--- src/rtl/online_operand_feeder_pkg.sv ---
// Shared definitions for the online multiplier operand path: signed-digit codes,
// feeder state encoding and default operand geometry.
package online_operand_feeder_pkg;

    localparam int DEF_N_DIGITS = 32;
    localparam int DEF_DELTA    = 3;

    localparam logic [1:0] SD_POS  = 2'b10;
    localparam logic [1:0] SD_NEG  = 2'b01;
    localparam logic [1:0] SD_ZERO = 2'b00;

    typedef enum logic [1:0] {
        FEED_IDLE = 2'd0,
        FEED      = 2'd1,
        FLUSH     = 2'd2,
        DONE      = 2'd3
    } feed_state_e;

    // A digit with both planes set is a redundant zero and leaves as 00.
    function automatic logic [1:0] sd_encode(input logic pos, input logic neg);
        case ({pos, neg})
            2'b10:   return SD_POS;
            2'b01:   return SD_NEG;
            default: return SD_ZERO;
        endcase
    endfunction

endpackage

--- src/rtl/online_operand_feeder_if.sv ---
// Operand-load handshake plus the digit stream toward the online multiplier.
// master = the feeder, slave = the operand producer / digit consumer side.
interface online_operand_feeder_if #(
    parameter int N_DIGITS = 32,
    parameter int CNT_W    = 9,
    parameter int IDX_W    = 6
);
    logic                in_valid;
    logic                in_ready;
    logic [N_DIGITS-1:0] x_pos;
    logic [N_DIGITS-1:0] x_neg;
    logic [N_DIGITS-1:0] y_pos;
    logic [N_DIGITS-1:0] y_neg;
    logic                enable_for_input;
    logic [1:0]          x_digit;
    logic [1:0]          y_digit;
    logic                digit_valid;
    logic [IDX_W-1:0]    digit_idx;
    logic [CNT_W-1:0]    cnt_master;
    logic                busy;
    logic                done;

    modport master (
        input  in_valid, x_pos, x_neg, y_pos, y_neg, enable_for_input,
        output in_ready, x_digit, y_digit, digit_valid, digit_idx, cnt_master, busy, done
    );

    modport slave (
        output in_valid, x_pos, x_neg, y_pos, y_neg, enable_for_input,
        input  in_ready, x_digit, y_digit, digit_valid, digit_idx, cnt_master, busy, done
    );
endinterface

--- src/rtl/online_operand_feeder_sd_shift_reg.sv ---
// One signed-digit operand held as pos/neg planes, shifted out MSD-first.
// Zeros shift in from the bottom, so the flush phase reads 00 for free.
module sd_shift_reg
    import online_operand_feeder_pkg::*;
#(
    parameter int N_DIGITS = DEF_N_DIGITS
) (
    input  logic                clk,
    input  logic                rst_n,
    input  logic                load_i,
    input  logic                shift_i,
    input  logic [N_DIGITS-1:0] pos_i,
    input  logic [N_DIGITS-1:0] neg_i,
    output logic [1:0]          digit_o
);
    logic [N_DIGITS-1:0] pos_q, neg_q;

    always_ff @(posedge clk or negedge rst_n) begin
        if (!rst_n) begin
            pos_q <= '0;
            neg_q <= '0;
        end else if (load_i) begin
            pos_q <= pos_i;
            neg_q <= neg_i;
        end else if (shift_i) begin
            pos_q <= {pos_q[N_DIGITS-2:0], 1'b0};
            neg_q <= {neg_q[N_DIGITS-2:0], 1'b0};
        end
    end

    assign digit_o = sd_encode(pos_q[N_DIGITS-1], neg_q[N_DIGITS-1]);
endmodule

--- src/rtl/online_operand_feeder.sv ---
// Streams a double-buffered pair of signed-digit operands MSD-first into the
// online multiplier, pads DELTA zero digits and counts cycles since launch.
module online_operand_feeder
    import online_operand_feeder_pkg::*;
#(
    parameter int N_DIGITS = DEF_N_DIGITS,
    parameter int DELTA    = DEF_DELTA,
    parameter int CNT_W    = 9,
    parameter int IDX_W    = 6
) (
    input  logic                    clk,
    input  logic                    rst_n,
    online_operand_feeder_if.master bus
);
    localparam logic [IDX_W-1:0] LAST_FEED  = IDX_W'(N_DIGITS - 1);
    localparam logic [IDX_W-1:0] LAST_FLUSH = IDX_W'(N_DIGITS + DELTA - 1);

    feed_state_e         state_q, state_d;
    logic                pend_q, pend_d;
    logic [N_DIGITS-1:0] pxp_q, pxn_q, pyp_q, pyn_q;
    logic [IDX_W-1:0]    idx_q, idx_d;
    logic [CNT_W-1:0]    cnt_q, cnt_d;
    logic                load, load_pend, shift, cap;
    logic                streaming, accept, consume;

    assign streaming = (state_q == FEED) || (state_q == FLUSH);
    assign accept    = bus.in_valid & ~pend_q;
    assign consume   = streaming & bus.enable_for_input;

    always_comb begin
        state_d   = state_q;
        pend_d    = pend_q;
        idx_d     = idx_q;
        cnt_d     = cnt_q;
        load      = 1'b0;
        load_pend = 1'b0;
        shift     = 1'b0;
        cap       = 1'b0;
        if (streaming && cnt_q != {CNT_W{1'b1}})
            cnt_d = cnt_q + 1'b1;
        case (state_q)
            FEED_IDLE: begin
                if (pend_q) begin
                    load      = 1'b1;
                    load_pend = 1'b1;
                    pend_d    = 1'b0;
                    state_d   = FEED;
                end else if (accept) begin
                    load    = 1'b1;
                    state_d = FEED;
                end
            end
            FEED: begin
                if (accept) begin
                    cap    = 1'b1;
                    pend_d = 1'b1;
                end
                if (consume) begin
                    shift = 1'b1;
                    idx_d = idx_q + 1'b1;
                    if (idx_q == LAST_FEED) state_d = FLUSH;
                end
            end
            FLUSH: begin
                if (accept) begin
                    cap    = 1'b1;
                    pend_d = 1'b1;
                end
                // The final index is held rather than wrapped past the counter range.
                if (consume) begin
                    if (idx_q == LAST_FLUSH) state_d = DONE;
                    else                     idx_d   = idx_q + 1'b1;
                end
            end
            DONE: begin
                if (pend_q) begin
                    load      = 1'b1;
                    load_pend = 1'b1;
                    pend_d    = 1'b0;
                    state_d   = FEED;
                end else begin
                    if (accept) begin
                        cap    = 1'b1;
                        pend_d = 1'b1;
                    end
                    state_d = FEED_IDLE;
                end
            end
            default: state_d = FEED_IDLE;
        endcase
        if (load) begin
            idx_d = '0;
            cnt_d = '0;
        end
    end

    always_ff @(posedge clk or negedge rst_n) begin
        if (!rst_n) begin
            state_q <= FEED_IDLE;
            pend_q  <= 1'b0;
            idx_q   <= '0;
            cnt_q   <= '0;
            pxp_q   <= '0;
            pxn_q   <= '0;
            pyp_q   <= '0;
            pyn_q   <= '0;
        end else begin
            state_q <= state_d;
            pend_q  <= pend_d;
            idx_q   <= idx_d;
            cnt_q   <= cnt_d;
            if (cap) begin
                pxp_q <= bus.x_pos;
                pxn_q <= bus.x_neg;
                pyp_q <= bus.y_pos;
                pyn_q <= bus.y_neg;
            end
        end
    end

    sd_shift_reg #(.N_DIGITS(N_DIGITS)) u_x (
        .clk     (clk),
        .rst_n   (rst_n),
        .load_i  (load),
        .shift_i (shift),
        .pos_i   (load_pend ? pxp_q : bus.x_pos),
        .neg_i   (load_pend ? pxn_q : bus.x_neg),
        .digit_o (bus.x_digit)
    );

    sd_shift_reg #(.N_DIGITS(N_DIGITS)) u_y (
        .clk     (clk),
        .rst_n   (rst_n),
        .load_i  (load),
        .shift_i (shift),
        .pos_i   (load_pend ? pyp_q : bus.y_pos),
        .neg_i   (load_pend ? pyn_q : bus.y_neg),
        .digit_o (bus.y_digit)
    );

    assign bus.in_ready    = ~pend_q;
    assign bus.digit_valid = streaming;
    assign bus.busy        = streaming;
    assign bus.done        = (state_q == DONE);
    assign bus.digit_idx   = idx_q;
    assign bus.cnt_master  = cnt_q;
endmodule

--- src/flat_wrapper.sv ---
// flat-port wrapper written by rule: the top's interface ports become plain ports
module online_operand_feeder_flat import online_operand_feeder_pkg::*;
#(
    parameter int N_DIGITS = DEF_N_DIGITS,
    parameter int DELTA    = DEF_DELTA,
    parameter int CNT_W    = 9,
    parameter int IDX_W    = 6
)
  (clk, rst_n, bus_in_valid, bus_x_pos, bus_x_neg, bus_y_pos, bus_y_neg, bus_enable_for_input, bus_in_ready, bus_x_digit, bus_y_digit, bus_digit_valid, bus_digit_idx, bus_cnt_master, bus_busy, bus_done);
  online_operand_feeder_if #(.N_DIGITS(N_DIGITS), .CNT_W(CNT_W), .IDX_W(IDX_W)) bus_i ();
  input  logic clk;
  input  logic rst_n;
  input wire logic [$bits(bus_i.in_valid)-1:0] bus_in_valid;
  input wire logic [$bits(bus_i.x_pos)-1:0] bus_x_pos;
  input wire logic [$bits(bus_i.x_neg)-1:0] bus_x_neg;
  input wire logic [$bits(bus_i.y_pos)-1:0] bus_y_pos;
  input wire logic [$bits(bus_i.y_neg)-1:0] bus_y_neg;
  input wire logic [$bits(bus_i.enable_for_input)-1:0] bus_enable_for_input;
  output wire logic [$bits(bus_i.in_ready)-1:0] bus_in_ready;
  output wire logic [$bits(bus_i.x_digit)-1:0] bus_x_digit;
  output wire logic [$bits(bus_i.y_digit)-1:0] bus_y_digit;
  output wire logic [$bits(bus_i.digit_valid)-1:0] bus_digit_valid;
  output wire logic [$bits(bus_i.digit_idx)-1:0] bus_digit_idx;
  output wire logic [$bits(bus_i.cnt_master)-1:0] bus_cnt_master;
  output wire logic [$bits(bus_i.busy)-1:0] bus_busy;
  output wire logic [$bits(bus_i.done)-1:0] bus_done;
  assign bus_i.in_valid = bus_in_valid;
  assign bus_i.x_pos = bus_x_pos;
  assign bus_i.x_neg = bus_x_neg;
  assign bus_i.y_pos = bus_y_pos;
  assign bus_i.y_neg = bus_y_neg;
  assign bus_i.enable_for_input = bus_enable_for_input;
  assign bus_in_ready = bus_i.in_ready;
  assign bus_x_digit = bus_i.x_digit;
  assign bus_y_digit = bus_i.y_digit;
  assign bus_digit_valid = bus_i.digit_valid;
  assign bus_digit_idx = bus_i.digit_idx;
  assign bus_cnt_master = bus_i.cnt_master;
  assign bus_busy = bus_i.busy;
  assign bus_done = bus_i.done;
  online_operand_feeder #(.N_DIGITS(N_DIGITS), .DELTA(DELTA), .CNT_W(CNT_W), .IDX_W(IDX_W)) u_core (.clk(clk), .rst_n(rst_n), .bus(bus_i));
endmodule
--- config.mk ---
export PLATFORM = sky130hd
export DESIGN_NAME = online_operand_feeder_flat
export DESIGN_NICKNAME = d
export VERILOG_FILES = /design/src/rtl/online_operand_feeder_pkg.sv /design/src/rtl/online_operand_feeder_if.sv /design/src/rtl/online_operand_feeder_sd_shift_reg.sv /design/src/rtl/online_operand_feeder.sv /design/src/flat_wrapper.sv
export SDC_FILE = /design/constraint.sdc
export NUM_CORES = 1
export LEC_CHECK = 0
export ABC_AREA = 0
export BUFFER_PORTS_ARGS = -buffer_cell sky130_fd_sc_hd__buf_2
export CAP_MARGIN = 25
export CELL_PAD_IN_SITES_DETAIL_PLACEMENT = 1
export CELL_PAD_IN_SITES_GLOBAL_PLACEMENT = 1
export CORE_MARGIN = 2
export CORE_UTILIZATION = 35
export DETAILED_ROUTE_END_ITERATION = 10
export MAX_ROUTING_LAYER = met4
export PLACE_DENSITY_LB_ADDON = 0.1
export SLEW_MARGIN = 20
export SYNTH_ARGS = -nofsm -noshare
export SYNTH_HDL_FRONTEND = slang
export SYNTH_SLANG_ARGS = --single-unit
--- constraint.sdc ---
create_clock -name clk -period 5.35 [get_ports clk]
set_clock_uncertainty 0.05 [all_clocks]
set_input_delay 0.535 -clock clk [delete_from_list [all_inputs] [get_ports clk]]
set_output_delay 0.535 -clock clk [all_outputs]
set_load 0.02 [all_outputs]
==> results of run 1 <==
flip-flops by register name, summed over array words and instances, names as in the netlist, 32 cells and up:
signal,count
u_core.pyn_q,32
u_core.pxp_q,32
u_core.u_y.neg_q,32
u_core.u_x.pos_q,32
u_core.u_x.neg_q,32
u_core.pxn_q,32
u_core.pyp_q,32
u_core.u_y.pos_q,32
stage by stage:
stage          area (um2)  setup slack, ns  cells
4_1_cts             14500             1.98   1692
3_3_place_gp        13300             2.15   1634
2_1_floorplan       12200             3.10   1101
3_5_place_dp        13400             2.02   1636
5_1_grt             14500             1.69   1696
6_report            14500             2.03   1698
area by class of cell:
type / instances / area, um2 / share of cell area [%]
antenna: 6 / 15.0 / 0.104
clock buffer: 53 / 1070 / 7.36
clock inverter: 2 / 10.0 / 0.0691
inverter: 5 / 18.8 / 0.130
multi-input combinational: 734 / 4980 / 34.4
sequential: 274 / 6860 / 47.3
tap: 455 / 569 / 3.93
timing repair buffer: 169 / 973 / 6.72
cell usage after synthesis, types with 2 or more instances:
cell type | number | share of area (%)
a21o_1 | 2 | 0.12
a21oi_1 | 126 | 5.2
a221o_1 | 120 | 9.8
a31oi_1 | 4 | 0.21
and3_1 | 5 | 0.26
and4_1 | 2 | 0.14
buf_1 | 3 | 0.092
buf_2 | 41 | 1.7
clkbuf_1 | 43 | 1.3
dfrtp_1 | 274 | 56
ha_1 | 9 | 0.92
inv_1 | 5 | 0.15
mux2_2 | 129 | 12
mux2i_1 | 4 | 0.33
nand2_1 | 264 | 8.1
nand2b_1 | 2 | 0.10
nand3_1 | 13 | 0.53
nand3b_1 | 3 | 0.18
nand4_1 | 2 | 0.10
nor2_1 | 9 | 0.28
nor2b_1 | 6 | 0.31
o21ai_0 | 14 | 0.57
or3_1 | 3 | 0.15
xor2_1 | 5 | 0.36
power by group:
| part | switching (W) | internal (W) | leakage, nW |
|---|---|---|---|
| registers | 0.000592 | 0.00312 | 3.35 |
| clock network | 0.000858 | 0.00136 | 0.531 |
| logic | 0.00207 | 0.00179 | 2.68 |
| total | 0.00352 | 0.00627 | 6.56 |
metal layers:
| metal | wire, um | up-vias |
|---|---|---|
| li1 | - | 4203 |
| met1 | 15500 | 4715 |
| met2 | 15300 | 144 |
| met3 | 1130 | 48 |
| met4 | 759 | 0 |
| met5 | 0 | - |
worst register-to-register path: stages (launching register included):
cell	delay, ns
dfrtp_1	0.41
inv_1	0.11
ha_1	0.67
and3_4	0.68
buf_4	0.83
nand2_1	0.16
and3_1	0.20
a31oi_1	0.13
logic make-up after synthesis:
logic type                 Yosys count  synth area share [%]
buffers and inverters               93                  3.31
and+or+nand+nor                    313                  10.5
DFF                                274                  56.2
AOI/OAI and AO/OA                  274                  16.4
adders and majority gates            9                 0.923
muxes                              133                  12.2
xor gates and xnor gates             5                 0.359
worst max-delay path by stage:
stage | startpoint | to | slack (ns) | depth (start not counted)
after floorplan | u_core.state_q[0] | u_core.pxp_q[22] | 3.10 | 7
after global placement | u_core.state_q[0] | u_core.u_x.pos_q[31] | 2.15 | 7
after detailed placement | u_core.state_q[1] | u_core.u_y.pos_q[31] | 2.02 | 7
after CTS | u_core.state_q[1] | u_core.u_y.pos_q[31] | 1.98 | 7
after global routing | u_core.state_q[1] | u_core.u_y.pos_q[31] | 1.69 | 7
final | u_core.state_q[1] | u_core.u_y.pos_q[31] | 2.03 | 7
==> run metrics, run 1 <==
outcome=finished, final reports clean; Hold EP=u_core.pxp_q[14]; YS warnings=0; post-CTS setup buffer count=0; Antenna Nets Post-Route=0; DP Wirelength=19.6 mm; hold-fix buffers at CTS=1; TNS Setup=0 ns; layout cells sized above 1=28.4%; number of vias per cell=5.37; pwr/cell area=676 nW/um2; Final min period=3.32 ns; syn_area_per_cell=11.1 um2; Yosys cell types=37; initial core utilization=35.4%; root buffer cell=clkbuf_16; top-level I/O count=155; Hold Startpoint=bus_x_pos[14]; FP Rows=68; CTS max path bufs=3; Fmax achieved=301 MHz; Crit-path slowest cell=buf_4; number of synthesized flops with an enable pin=0; WHS=0.228 ns; M2 GR Usage=30.1%; Slowest Stage Delay on Critical Path=0.82 ns; routability-driven placement congestion ratio=0.727; global-route wire length before repair=54.4 mm; gr usage total=19.2%; Top delay family on crit path=simple AND/OR/NAND/NOR gates; worst slew pin tran=1.01 ns; CP max FO=83; Crit path required time=5.71 ns; core region area=34500 um2; CTS clk-pin slew, worst paths=0.06 ns; commonest non-fill, non-tap cells in the layout=274 x dfrtp_1, 264 x nand2_1, 153 x buf_2, 129 x mux2_2, 126 x a21oi_1; Tot Pwr=0.00979 W; LEAKAGE=6.56 nW; synthesized area=12200 um2; die footprint=36400 um2; CP Launch Type=register; commonest non-fill, non-tap cell in the layout=dfrtp_1; Congestion Overflow GR=0; Hold Path Class=primary input to register; final setup violation count=0; Seq cells post-synth=274; peak supply drop=534 uV; met3 Use GR=2.85%; Crit Reg-Reg Startpoint=u_core.state_q[1]; layer with the highest usage=met2; Final Routed Wirelength=32.7 mm; period utilization=62.0%; total CTS buffers=34; hold depth=2; Slew headroom=32.6%; post-cts sizing count=0; drt first pass iters=4; register area share after synthesis=56.2%; critical path arrival=3.68 ns; layout net count=1359; internal reg-to-reg setup slack=2.03 ns; CTS tree=built; Max-Cap Viols=0; FILL cells=3787; Via Count=9110; DR iter-0 viols=418; final hold violations=0; top_reg_cell synth=dfrtp_1; M1 GR Usage=26.0%; Gate Count Post-Synth=1101; H-tree Lvls=2; initial antenna violation count=4; Area growth, synth to finish=18.8%; FFs w/ async S/R, synth=100%; worst reg2reg path depth=7; number of global-route vias before repair=9837; WL/cell=19.2 um; IO buf count=154; syn_nets=1242; DIE HEIGHT=191 um; worst path bufs/invs=2; largest net degree at the start of global routing=105; clock sink count=274; Core Util, Final=42.1%; RSZ-0062 raised after global routing=no; die span in x=191 um; Critical Path, Cell by Cell=inv_1 > ha_1 > and3_4 > buf_4 > nand2_1 > and3_1 > a31oi_1; crit path kind=register to register; # DRC=0; Crit. End Element=register; Max Slew Vio Count=0; clk_lat worst skew=0.50 ns; worst reg2reg path endpoint=u_core.u_y.pos_q[31]
No activity file was read; power rests on OpenSTA's default activity.
==> run 2: changes to the inputs <==
==> constraint.sdc (replaced) <==
create_clock -name clk -period 3.35 [get_ports clk]
set_clock_uncertainty 0.05 [all_clocks]
set_input_delay 0.335 -clock clk [delete_from_list [all_inputs] [get_ports clk]]
set_output_delay 0.335 -clock clk [all_outputs]
set_load 0.02 [all_outputs]
==> run metrics, run 2 (synthesized netlist as in run 1, its figures left out) <==
outcome=finished, final reports clean (unchanged); worst path bufs/invs=2 (unchanged); initial antenna violation count=4 (unchanged); LEAKAGE=6.65 nW (was 6.56 nW); FILL cells=3759 (was 3787); CTS clk-pin slew, worst paths=0.06 ns (about the same); top-level I/O count=155 (unchanged); CTS max path bufs=3 (unchanged); IO buf count=154 (unchanged); post-CTS setup buffer count=0 (unchanged); critical path arrival=2.72 ns (was 3.68 ns); Max-Cap Viols=0 (unchanged); Crit-path slowest cell=nor4b_4 (was buf_4); Final min period=2.39 ns (was 3.32 ns); dpl cell area=13600 um2 (was 13400 um2); Crit. End Element=register (unchanged); DR iter-0 viols=534 (was 418); Slowest Stage Delay on Critical Path=0.56 ns (was 0.82 ns); TNS Setup=0 ns (unchanged); internal reg-to-reg setup slack=0.96 ns (was 2.03 ns); RSZ-0062 raised after global routing=no (unchanged); Switching Power=0.00572 W (was 0.00352 W); DIE HEIGHT=191 um (unchanged); CP Launch Type=register (unchanged); H-tree Lvls=2 (unchanged); FP Rows=68 (unchanged); DP Wirelength=20.0 mm (was 19.6 mm); worst slew pin tran=0.741 ns (was 1.01 ns); final hold violations=0 (unchanged); Critical Path, Cell by Cell=inv_1 > ha_1 > nor2_1 > nor4b_4 > buf_12 > mux2_2 (was inv_1 > ha_1 > and3_4 > buf_4 > nand2_1 > and3_1 > a31oi_1); Area growth, synth to finish=20.3% (was 18.8%); Internal=0.0102 W (was 0.00627 W); Via Count=9219 (was 9110); WL/cell=19.4 um (was 19.2 um); final instance area=14700 um2 (was 14500 um2); routability-driven placement congestion ratio=0.745 (was 0.727); CTS tree=built (unchanged); number of vias per cell=5.39 (was 5.37); Reg power frac=37.3% (was 37.9%); Core Util, Final=42.6% (was 42.1%); Hold Path Class=primary input to register (unchanged); largest net degree at the start of global routing=101 (was 105); layout cells sized above 1=29.2% (was 28.4%); pwr/cell area=1080 nW/um2 (was 676 nW/um2); Congestion Overflow GR=0 (unchanged); total CTS buffers=34 (unchanged); CP max FO=46 (was 83); number of global-route vias before repair=9850 (was 9837); root buffer cell=clkbuf_16 (unchanged); initial core utilization=35.4% (unchanged); Crit path required time=3.68 ns (was 5.71 ns); clock power share=22.6% (about the same); core region area=34500 um2 (unchanged); worst slack, placed=0.956 ns (was 2.02 ns); Slew headroom=50.4% (was 32.6%); commonest non-fill, non-tap cell in the layout=dfrtp_1 (unchanged); layout net count=1370 (was 1359); Antenna Nets Post-Route=0 (unchanged); # DRC=0 (unchanged); Switching Fraction=36.0% (about the same); peak supply drop=603 uV (was 534 uV); global-route wire length before repair=55.1 mm (was 54.4 mm); die footprint=36400 um2 (unchanged); die span in x=191 um (unchanged); period utilization=71.5% (was 62.0%); clock sink count=274 (unchanged); crit path kind=register to register (unchanged); final setup violation count=0 (unchanged); gr usage total=19.5% (was 19.2%); Final Routed Wirelength=33.2 mm (was 32.7 mm); Comb pwr share=40.1% (was 39.5%); commonest non-fill, non-tap cells in the layout=274 x dfrtp_1, 264 x nand2_1, 153 x buf_2, 129 x mux2_2, 126 x a21oi_1 (unchanged); Fmax achieved=418 MHz (was 301 MHz); Setup WS post-layout=0.955 ns (was 2.03 ns); Max Slew Vio Count=0 (unchanged); drt first pass iters=5 (was 4); Top delay family on crit path=simple AND/OR/NAND/NOR gates (unchanged); clk_lat worst skew=0.50 ns (about the same)
[run 2: cell types whose count changed in the layout (fill, tap and decap cells not counted)]
cell,change
buf_12,+10
diode_2,-2
clkinv_2,+2
buf_16,-2
clkbuf_1,-1
clkbuf_8,+1
buf_4,+3
[run 2: repair_timing]
| action | in CTS | in global routing |
|---|---|---|
| gates resized for setup | 0 | 0 |
| endpoints found under the setup margin | 0 | 0 |
| endpoints found under the hold margin | 69 | 0 |
| hold buffers | 1 | 0 |
[run 2: layout make-up]
type	count	area, um2	area share [%]
Tap cell	455	569	3.88
Timing Repair Buffer	180	1140	7.78
Antenna cell	4	10.0	0.0682
Multi-Input combinational cell	734	4980	34.0
Clock inverter	4	20.0	0.136
Sequential cell	274	6860	46.7
Inverter	5	18.8	0.128
Clock buffer	53	1080	7.33
[run 2: per-layer routing]
metal | GRT usage [%] | share of wire, % | vias to the layer above
met3 | 2.78 | 3.6 | 48
met4 | 4.71 | 1.9 | 0
met1 | 26.7 | 48 | 4786
met2 | 30.5 | 47 | 162
li1 | - | - | 4223
met5 | - | 0 | -
[run 2: path summary, 6_finish.rpt]
path / end / cells after the start / from
max in group asynchronous: u_core.u_x.neg_q[5] / 3 / rst_n
min in group asynchronous: u_core.pxp_q[13] / 2 / rst_n
worst min register to register: u_core.pyp_q[13] / 1 / u_core.pyp_q[13]
worst min-delay path: u_core.pyp_q[25] / 2 / bus_y_pos[25]
worst max-delay path: u_core.pyn_q[14] / 6 / u_core.state_q[1]
worst max register to register: u_core.pyn_q[14] / 6 / u_core.state_q[1]
[run 2: power groups by stage]
stage | registers, W | clock network (W) | logic [W]
5_1_grt | 0.00614 | 0.00384 | 0.00714
4_1_cts | 0.00591 | 0.00371 | 0.00652
2_1_floorplan | 0.00571 | 0 | 0.00475
3_5_place_dp | 0.00594 | 0 | 0.00650
6_report | 0.00592 | 0.00358 | 0.00637
3_3_place_gp | 0.00590 | 0 | 0.00632
[run 2: per-stage QoR]
step | power (W) | hold slack [ns] | cells
4_1_cts | 0.0161 | 0.00582 | 1705
2_1_floorplan | 0.0105 | -0.0106 | 1101
6_report | 0.0159 | 0.0283 | 1709
3_5_place_dp | 0.0124 | 0.308 | 1647
3_3_place_gp | 0.0122 | 0.316 | 1647
5_1_grt | 0.0171 | 0.0132 | 1709
==> run 3: changes to the inputs <==
==> constraint.sdc (replaced) <==
create_clock -name clk -period 2.05 [get_ports clk]
set_clock_uncertainty 0.05 [all_clocks]
set_input_delay 0.205 -clock clk [delete_from_list [all_inputs] [get_ports clk]]
set_output_delay 0.205 -clock clk [all_outputs]
set_load 0.02 [all_outputs]
==> run metrics, run 3 (synthesized netlist as in run 1, its figures left out) <==
Congestion Overflow GR=0 (unchanged); layout net count=1545 (was 1370); commonest non-fill, non-tap cell in the layout=dfrtp_1 (unchanged); Final min period=2.01 ns (was 2.39 ns); initial core utilization=35.4% (unchanged); worst slew pin tran=0.502 ns (was 0.741 ns); WL/cell=19.2 um (was 19.4 um); commonest non-fill, non-tap cells in the layout=274 x dfrtp_1, 264 x nand2_1, 153 x buf_2, 129 x dlygate4sd3_1, 126 x a21oi_1 (was 274 x dfrtp_1, 264 x nand2_1, 153 x buf_2, 129 x mux2_2, 126 x a21oi_1); DP Wirelength=20.7 mm (was 20.0 mm); H-tree Lvls=2 (unchanged); FP Rows=68 (unchanged); drt first pass iters=4 (was 5); CP max FO=7 (was 46); root buffer cell=clkbuf_16 (unchanged); IO buf count=154 (unchanged); CTS max path bufs=3 (unchanged); placed insts=1675 (was 1647); Crit-path slowest cell=dfrtp_1 (was nor4b_4); Fmax achieved=498 MHz (was 418 MHz); peak supply drop=831 uV (was 603 uV); CP Depth=8 (was 6); worst slack, placed=-0.0334 ns (was 0.956 ns); layout cells sized above 1=29.1% (was 29.2%); Via Count=9865 (was 9219); RSZ-0062 raised after global routing=yes (was no); CTS clk-pin slew, worst paths=0.05 ns (was 0.06 ns); # DRC=0 (unchanged); Antenna Nets Post-Route=0 (unchanged); Max Slew Vio Count=0 (unchanged); top-level I/O count=155 (unchanged); DIE HEIGHT=191 um (unchanged); hold depth=5 (was 2); worst reg2reg path depth=8 (was 6); DR iter-0 viols=349 (was 534); largest net degree at the start of global routing=62 (was 101); die footprint=36400 um2 (unchanged); clock sink count=274 (unchanged); Hold Path Class=primary input to register (unchanged); Top delay family on crit path=buffers and inverters (was simple AND/OR/NAND/NOR gates); global-route wire length before repair=57.0 mm (was 55.1 mm); core region area=34500 um2 (unchanged); final hold violations=0 (unchanged); Area growth, synth to finish=39.9% (was 20.3%); Critical Path, Cell by Cell=inv_2 > ha_4 > nor2_1 > nor4b_4 > buf_4 > buf_12 > clkbuf_16 > mux2_2 (was inv_1 > ha_1 > nor2_1 > nor4b_4 > buf_12 > mux2_2); LEAKAGE=7.83 nW (was 6.65 nW); die span in x=191 um (unchanged); Tot Pwr=0.0289 W (was 0.0159 W); Setup WS post-layout=0.0425 ns (was 0.955 ns); final setup violation count=0 (unchanged); CTS tree=built (unchanged); critical path arrival=2.34 ns (was 2.72 ns); crit path kind=register to register (unchanged); period utilization=97.9% (was 71.5%); Slowest Stage Delay on Critical Path=0.37 ns (was 0.56 ns); total CTS buffers=34 (unchanged); Max-Cap Viols=0 (unchanged); initial antenna violation count=2 (was 4); outcome=finished, final reports clean (unchanged); CP Launch Type=register (unchanged); clk_lat worst skew=0.51 ns (was 0.50 ns); Slew headroom=66.5% (was 50.4%); pwr/cell area=1700 nW/um2 (was 1080 nW/um2); Crit path required time=2.38 ns (was 3.68 ns); number of vias per cell=5.23 (was 5.39); fin cells=1885 (was 1709); Final Routed Wirelength=36.3 mm (was 33.2 mm); gr usage total=20.1% (was 19.5%); worst path bufs/invs=4 (was 2); number of global-route vias before repair=10500 (was 9850); routability-driven placement congestion ratio=0.773 (was 0.745); Crit. End Element=register (unchanged)
run 3: worst reg2reg max path, stage by stage, from the launching register on:
cell and delay [ns]:
dfrtp_1 0.37, inv_2 0.07, ha_4 0.27, nor2_1 0.06
nor4b_4 0.24, buf_4 0.20, buf_12 0.15, clkbuf_16 0.17
mux2_2 0.33
run 3: cell type report:
| class | instances | area [um2] |
|---|---|---|
| antenna | 2 | 5.00 |
| sequential | 274 | 6860 |
| clock inverter | 7 | 62.6 |
| multi-input combinational | 735 | 5290 |
| tap | 455 | 569 |
| timing repair buffer | 354 | 3230 |
| fill | 3695 | 17400 |
| inverter | 5 | 18.8 |
| clock buffer | 53 | 1040 |
run 3: per-stage QoR:
stage	instance area [um2]	setup TNS (ns)	util (%)	hold slack [ns]
floorplan	12200	-1.00	-	-0.141
global placement	14000	0	40.5	0.125
detailed placement	14000	-1.07	40.5	0.128
CTS	16500	0	47.9	0.127
global route	17100	-0.740	49.5	0.150
finish	17100	0	49.5	0.139
run 3: what timing repair did:
item,CTS,global route
pin swaps,1,5
gates cloned,3,11
setup buffers,3,2
resized for setup,11,82
hold endpoints to repair,193,0
setup endpoints to repair,117,131
hold buffers,129,0
run 3: path summary, 6_finish.rpt:
path / slack (ns) / from / end
max: 0.04 / u_core.state_q[1] / u_core.pxn_q[22]
min: 0.14 / bus_in_valid / u_core.state_q[0]
max reg2reg: 0.04 / u_core.state_q[1] / u_core.pxn_q[22]
min reg2reg: 0.46 / u_core.pxn_q[16] / u_core.pxn_q[16]
max in group asynchronous: 0.99 / rst_n / u_core.state_q[0]
min in group asynchronous: 0.18 / rst_n / u_core.u_x.pos_q[18]
run 3: per-layer routing:
layer	share of wire [%]	track usage, %	vias to the layer above	wire length [um]
met3	2.7	2.50	52	970
met4	2.1	5.34	0	770
li1	-	-	4588	-
met1	49	27.4	5067	17800
met5	0	-	-	0
met2	46	31.9	158	16700
run 3: power breakdown:
group          switching, W  internal, W
sequential          0.00156      0.00814
clock               0.00232      0.00360
combinational       0.00624      0.00710
